## src/rtl/wb_port_arb4.sv

```systemverilog
// wb_port_arb4: four-way round-robin writeback arbiter driving a mux4 select into a one-entry output register.
// Optional burst locking is enabled with the WB_PORT_ARB4_LOCK_EN macro, which adds the req_last input.
module wb_port_arb4 #(
  parameter int WIDTH = 32
) (
  input  logic             clk,
  input  logic             rst_aL,
  input  logic [3:0]       req_valid,
`ifdef WB_PORT_ARB4_LOCK_EN
  input  logic [3:0]       req_last,
`endif
  input  logic [WIDTH-1:0] req_data0,
  input  logic [WIDTH-1:0] req_data1,
  input  logic [WIDTH-1:0] req_data2,
  input  logic [WIDTH-1:0] req_data3,
  output logic [3:0]       req_ready,
  output logic [1:0]       mux_sel,
  output logic             out_valid,
  output logic [WIDTH-1:0] out_data,
  output logic [1:0]       out_src,
  input  logic             out_ready
);
  typedef enum logic {EMPTY, FULL} state_t;
  state_t state, state_nx;
  logic [1:0] ptr, off, win, lock_id;
  logic [3:0] elig, rot;
  logic any, accept, last, locked;
  logic [WIDTH-1:0] mux_data;
`ifdef WB_PORT_ARB4_LOCK_EN
  always_ff @(posedge clk or negedge rst_aL)
    if (!rst_aL) begin
      locked <= 1'b0;
      lock_id <= 2'd0;
    end else if (accept) begin
      locked <= !req_last[win];
      lock_id <= win;
    end
  assign last = req_last[win];
`else
  assign locked = 1'b0;
  assign lock_id = 2'd0;
  assign last = 1'b1;
`endif
  assign elig = locked ? (req_valid & (4'b0001 << lock_id)) : req_valid;
  // Rotate so bit 0 is the requester at ptr; the lowest set bit is then the winner's offset.
  assign rot = 4'({elig, elig} >> ptr);
  assign any = |rot;
  assign off = rot[0] ? 2'd0 : rot[1] ? 2'd1 : rot[2] ? 2'd2 : 2'd3;
  assign win = ptr + off;
  assign out_valid = (state == FULL);
  assign accept = rst_aL && any && (!out_valid || out_ready);
  assign req_ready = accept ? (4'b0001 << win) : 4'b0000;
  assign mux_sel = !rst_aL ? 2'd0 : any ? win : out_src;
  assign mux_data = mux_sel == 2'd0 ? req_data0 : mux_sel == 2'd1 ? req_data1 :
                    mux_sel == 2'd2 ? req_data2 : req_data3;
  always_comb state_nx = accept ? FULL : out_ready ? EMPTY : state;
  always_ff @(posedge clk or negedge rst_aL)
    if (!rst_aL) state <= EMPTY;
    else state <= state_nx;
  always_ff @(posedge clk or negedge rst_aL)
    if (!rst_aL) begin
      out_data <= '0;
      out_src <= 2'd0;
      ptr <= 2'd0;
    end else if (accept) begin
      out_data <= mux_data;
      out_src <= win;
      if (last) ptr <= win + 2'd1;
    end
endmodule
```

## config.mk

```make
export PLATFORM = sky130hd
export DESIGN_NAME = wb_port_arb4
export DESIGN_NICKNAME = d
export VERILOG_FILES = /design/src/rtl/wb_port_arb4.sv
export SDC_FILE = /design/constraint.sdc
export NUM_CORES = 1
export LEC_CHECK = 0
export ABC_AREA = 1
export CORE_MARGIN = 8
export CORE_UTILIZATION = 40
export DETAILED_ROUTE_END_ITERATION = 12
export GPL_ROUTABILITY_DRIVEN = 0
export GPL_TIMING_DRIVEN = 0
export PLACE_DENSITY = 0.82
export SLEW_MARGIN = 30
export SYNTH_ARGS = -nofsm -noshare
export SYNTH_HDL_FRONTEND = slang
export SYNTH_SLANG_ARGS = --single-unit
export TNS_END_PERCENT = 100
```

## constraint.sdc

```tcl
create_clock -name clk -period 2.6 [get_ports clk]
set_input_delay 0.26 -clock clk [delete_from_list [all_inputs] [get_ports clk]]
set_output_delay 0.26 -clock clk [all_outputs]
set_load 0.01 [all_outputs]
```

Word level (Yosys, flattened, before mapping)
Index checks and enable logic that the tools add are counted.
{"block": "word_totals", "ff_bits": 37, "output_inout_bits": 41, "word_cells": 28}
{"block": "op_classes", "reduce_logical": 7, "shift": 2, "n_addsub": 2, "n_mux": 11, "eq_ne": 2}
{"operator": "$mux W32", "n": 3}
{"operator": "$mux W2", "n": 4}
{"operator": "$shr A8 B2 Y4", "n": 1}
{"operator": "$mux W4", "n": 1}
{"operator": "$reduce_or A4 Y1", "n": 1}
{"operator": "$shl A1 B2 Y4 const A", "n": 1}
{"operator": "$mux W1", "n": 3}
{"operator": "$add A2 B1 Y2 const B", "n": 1}
{"operator": "$add A2 B2 Y2", "n": 1}
{"operator": "$eq A2 B1 Y1 const B", "n": 1}
{"operator": "$eq A2 B2 Y1 const B", "n": 1}
{"operator": "$logic_and A1 B1 Y1", "n": 2}
{"operator": "$logic_not A2 Y1", "n": 1}
{"operator": "$reduce_bool A2 Y1", "n": 1}
{"operator": "$logic_not A1 Y1", "n": 1}
{"operator": "$logic_or A1 B1 Y1", "n": 1}

Longest topological paths before layout
{"block": "logic_depth", "ltp_word": 11, "mapped_depth": 16}

Worst setup path after synthesis
No wires, ideal clock.
{"block": "synth_timing", "path_kind": "reg2reg", "startpoint": "register ptr[0]", "endpoint": "register out_data[21]", "required_time_ns": 2.484, "setup_slack_ns": 0.502, "stages_incl_launch_ff": 16, "arrival_time_ns": 1.981, "n_path_buf": 2, "cell_sequence": "dfrtp_1 inv_2 nand2_1 nand3_1 nand2_2 a32oi_1 ha_1 inv_1 nand2_2 nand3_4 buf_8 buf_2 o21ai_0 nand2_1 nand2_1 nand2_1"}
{"block": "synth_via", "elab_chain_cells": 11, "word_cells_on_any_way": 16}
{"element": "from (decl)", "line": "25", "source": "logic [1:0] ptr, off, win, lock_id;"}
{"element": "from (signal assigned)", "line": "68", "source": "if (last) ptr <= win + 2'd1;"}
{"element": "$shr A8 B2 Y4", "line": "46", "source": "assign rot = 4'({elig, elig} >> ptr);"}
{"element": "$mux W1", "line": "48", "source": "assign off = rot[0] ? 2'd0 : rot[1] ? 2'd1 : rot[2] ? 2'd2 : 2'd3;"}
{"element": "$mux W2 (2 in a row)", "line": "48"}
{"element": "$add A2 B2 Y2 *", "line": "49", "source": "assign win = ptr + off;"}
{"element": "named net win[0]", "line": "25"}
{"element": "$mux W2 * (2 in a row)", "line": "53", "source": "assign mux_sel = !rst_aL ? 2'd0 : any ? win : out_src;"}
{"element": "$eq A2 B2 Y1", "line": "55", "source": "mux_sel == 2'd2 ? req_data2 : req_data3;"}
{"element": "$mux W32", "line": "55"}
{"element": "$mux W32", "line": "54", "source": "assign mux_data = mux_sel == 2'd0 ? req_data0 : mux_sel == 2'd1 ? req_data1 :"}
{"element": "$mux W32 *", "line": "54"}
{"element": "to (signal assigned)", "line": "66", "source": "out_data <= mux_data;"}
{"element": "to (decl)", "line": "19", "source": "output logic [WIDTH-1:0] out_data,"}
Mark *: on every way through the listed nets, which the timed path passes. The rest lies on a longest branch.
A chain may end at the register's enable or synchronous reset.

Worst setup path after layout
{"block": "layout_timing", "startpoint": "register ptr[0]", "endpoint": "output port req_ready[1]"}
{"block": "layout_via", "elab_chain_cells": 7, "word_cells_on_any_way": 10}
{"element": "$shr A8 B2 Y4", "line": "46"}
{"element": "$mux W1", "line": "48"}
{"element": "$mux W2 (2 in a row)", "line": "48"}
{"element": "$add A2 B2 Y2 *", "line": "49"}
{"element": "named net win[1]", "line": "25"}
{"element": "$shl A1 B2 Y4 *", "line": "52", "source": "assign req_ready = accept ? (4'b0001 << win) : 4'b0000;"}
{"element": "$mux W4 *", "line": "52"}
{"element": "to (decl)", "line": "16", "source": "output logic [3:0] req_ready,"}
Marked as above.

==> flow_summary.json <==
{
  "leakage_uw": 0.00287,
  "slowest_delay_ns": 0.46,
  "cts_buffer_depth": 2,
  "setup_viol": 0,
  "grt_setup_unrepaired": "yes",
  "fin_util_pct": 68.8,
  "grt_use_total_pct": 21.8,
  "min_period_ns": 2.49,
  "layout.nets": 860,
  "diodes": 0,
  "sw_frac_of_total_pct": 50.7,
  "die_h_um": 106,
  "insertion_delay_ns": 0.29,
  "path_max_fanout": 6,
  "grt_first_pass_wirelength_um": 20200,
  "comb_power_share_pct": 77.3,
  "final_max_slew_viol_count": 0,
  "hp-class": "in -> async",
  "max_slew_margin_pct": 67.4,
  "worstSetupPathType": "reg -> out",
  "dp_hpwl_um": 9830,
  "area_delta_synth_final_pct": 65.2,
  "num_rows": 32,
  "cp-end-kind": "primary output",
  "htree_levels": 2,
  "synth_simple_gate_area_share_pct": 38.4,
  "place_inst": 807,
  "drt_iter0_drc": 160,
  "grt.overflow.total": 0,
  "antenna_left": 0,
  "crit_slowest_cell": "dfrtp_2",
  "max-vdd-ir-drop_mv": 0.653,
  "pin_count": 176,
  "layout_commonest_cell": "nand2_1",
  "path_cells": "inv_4, nand2_2, nand3_2, nand2_2, a32oi_2, ha_2, inv_2, nand3_4, nand2_4, inv_2, ha_1, inv_1, nor2_1, buf_2",
  "cts-root-buf": "clkbuf_8",
  "layout_common_cells": "nand2_1 (175), clkdlybuf4s50_1 (168), inv_1 (105)",
  "grt_max_degree": 22,
  "crit_family": "simple AND/OR/NAND/NOR gates",
  "syn_area_sq_mm": 0.00323,
  "synth_seq_cells": 37,
  "routed_wl_um": 12700,
  "cts_tree": "yes",
  "seqPwrFrac_pct": 16.3,
  "final-hold-violation-count": 0,
  "firstDrtPassIters": 5,
  "critical_path_buf_inv_count": 5,
  "synth.net_count": 669,
  "viasPerCell": 4.85,
  "status": "completed",
  "drive_above_1_share_pct": 11.3,
  "route.detailed.drc": 0,
  "intPower_uw": 3220,
  "synth-xor-area-share_pct": 0,
  "syn_avg_cell_area_sq_um": 6.11,
  "vias": 3984,
  "worstPathRequired_ns": 2.34,
  "cts_sinks": 37,
  "syn_inst": 529,
  "die_x_um": 106,
  "instances_no_fill": 822,
  "cp.arrival_ns": 2.23,
  "drv_cap": 0,
  "synth_compound_area_share_pct": 11.5,
  "wire_per_inst_um": 15.5,
  "initial_core_util_pct": 41.6,
  "switchingPower_uw": 3320,
  "synth-seq-area-share_pct": 28.6,
  "cts_buffers": 5,
  "synth_cell_type_count": 25,
  "synthAdderAreaFrac_pct": 1.94,
  "worst_pin_slew_ns": 0.489,
  "startpoint_type": "register",
  "clockPowerShare_pct": 6.4,
  "synth_top_family_by_area": "simple AND/OR/NAND/NOR gates",
  "clk_pin_slew_ns": 0.08,
  "clock_skew_ns": 0.00925,
  "die-area_sq_mm": 0.0112,
  "portBuffers": 175,
  "fin_crit_sh_pct": 95.7,
  "powerDensity_mw_per_mm2": 1230,
  "core_area_sq_mm": 0.00777,
  "antenna_found_initial": 0,
  "clock.fmax_ghz": 0.402,
  "muxShareOfSynthArea_pct": 0,
  "grt_pass1_vias": 4225,
  "synth.yosys.warnings": 0
}
==> per-layer routing <==
metal | up-vias | global-route usage (%) | share of wire, % | wire length (um)
met5 | - | 0 | 0 | 0
li1 | 2021 | - | - | -
met1 | 1796 | 24.4 | 40 | 5140
met2 | 155 | 39.5 | 51 | 6510
met4 | 0 | 5.13 | 0.97 | 124
met3 | 12 | 6.21 | 7.6 | 964
==> path summary, 6_finish.rpt <==
check,from,endpoint,slack (ns),cells past startpoint
setup / recovery,ptr[0]$_DFFE_PN0P_,req_ready[1],0.11,14
hold / removal,rst_aL,out_data[0]$_DFFE_PN0P_,0.43,2
setup reg to reg,ptr[0]$_DFFE_PN0P_,out_data[14]$_DFFE_PN0P_,0.15,17
hold reg to reg,out_data[22]$_DFFE_PN0P_,out_data[22]$_DFFE_PN0P_,0.48,2
max in group asynchronous,rst_aL,ptr[1]$_DFFE_PN0P_,1.73,3
min in group clk,out_data[22]$_DFFE_PN0P_,out_data[22]$_DFFE_PN0P_,0.48,2
==> stage by stage <==
stage / power (uW) / hold WS (ns) / setup slack, ns / instance area, sq um / setup TNS [ns]
floorplan: 4070 / -0.0356 / 0.502 / 3230 / 0
global placement: 5680 / 0.462 / -1.34 / 5110 / -44.55
detailed placement: 5820 / 0.264 / -0.399 / 5130 / -3.00
CTS: 6340 / 0.484 / 0.00636 / 5270 / 0
global route: 7120 / 0.466 / -0.0328 / 5340 / -0.0483
finish: 6540 / 0.435 / 0.113 / 5340 / 0
==> flip-flops by register name, summed over array words and instances, names as in the netlist <==
name / cells
out_data: 32
out_src: 2
out_valid: 1
ptr: 2
==> worst reg2reg max path: stages (launching register included) <==
cell and delay [ns]:
dfrtp_2 0.46, inv_4 0.10, nand2_2 0.07, nand3_2 0.07, nand2_2 0.08, a32oi_2 0.22
ha_2 0.24, inv_2 0.06, nand3_4 0.08, nand3_4 0.12, buf_4 0.19, nand3_4 0.08
buf_2 0.25, nand2_1 0.11, nand3_1 0.08, nand2_1 0.05, nand2_1 0.06, nand2_1 0.04
==> cells in the mapped netlist, drive strengths merged <==
master / n / share of area, %
nand4: 32 / 6.2
inv: 113 / 13
clkbuf: 7 / 0.85
a21boi: 1 / 0.58
a21oi: 1 / 0.15
buf: 25 / 5.6
a32oi: 1 / 0.27
dfrtp: 37 / 29
ha: 5 / 1.9
nand2: 188 / 23
nor2: 6 / 0.77
o21bai: 1 / 0.23
nand3: 46 / 8.6
o21ai: 66 / 10
==> power groups by stage <==
stage / sequential [uW] / combinational [uW] / clock [uW]
floorplan: 1170 / 2900 / 0
global placement: 1050 / 4630 / 0
detailed placement: 1060 / 4760 / 0
CTS: 1060 / 4850 / 427
global route: 1110 / 5560 / 456
finish: 1070 / 5060 / 421
==> cell families (layout without fill, tap and decap cells) <==
logic type      Yosys count  count (layout)
simple gates            272             272
buf+inv                 145             336
compound gates           70              70
flops                    37              37
fa+ha+maj                 5               5
==> final cells by class <==
| class | instances | area [sq um] |
|---|---|---|
| inverter | 113 | 427 |
| timing repair buffer | 185 | 1830 |
| fill | 663 | 2430 |
| tap | 102 | 128 |
| buffer | 31 | 208 |
| multi-input combinational | 347 | 1730 |
| sequential | 37 | 928 |
| clock buffer | 7 | 86.3 |
==> repair_timing <==
action / CTS / global route
gates resized for setup: 19 / 21
hold buffers: 1 / 0
setup endpoints to repair: 6 / 23
endpoints found under the hold margin: 16 / 0
pin swaps: 1 / 6
cloned: 0 / 0
buffers inserted: 3 / 5
Power figures use the tool's default switching activity.
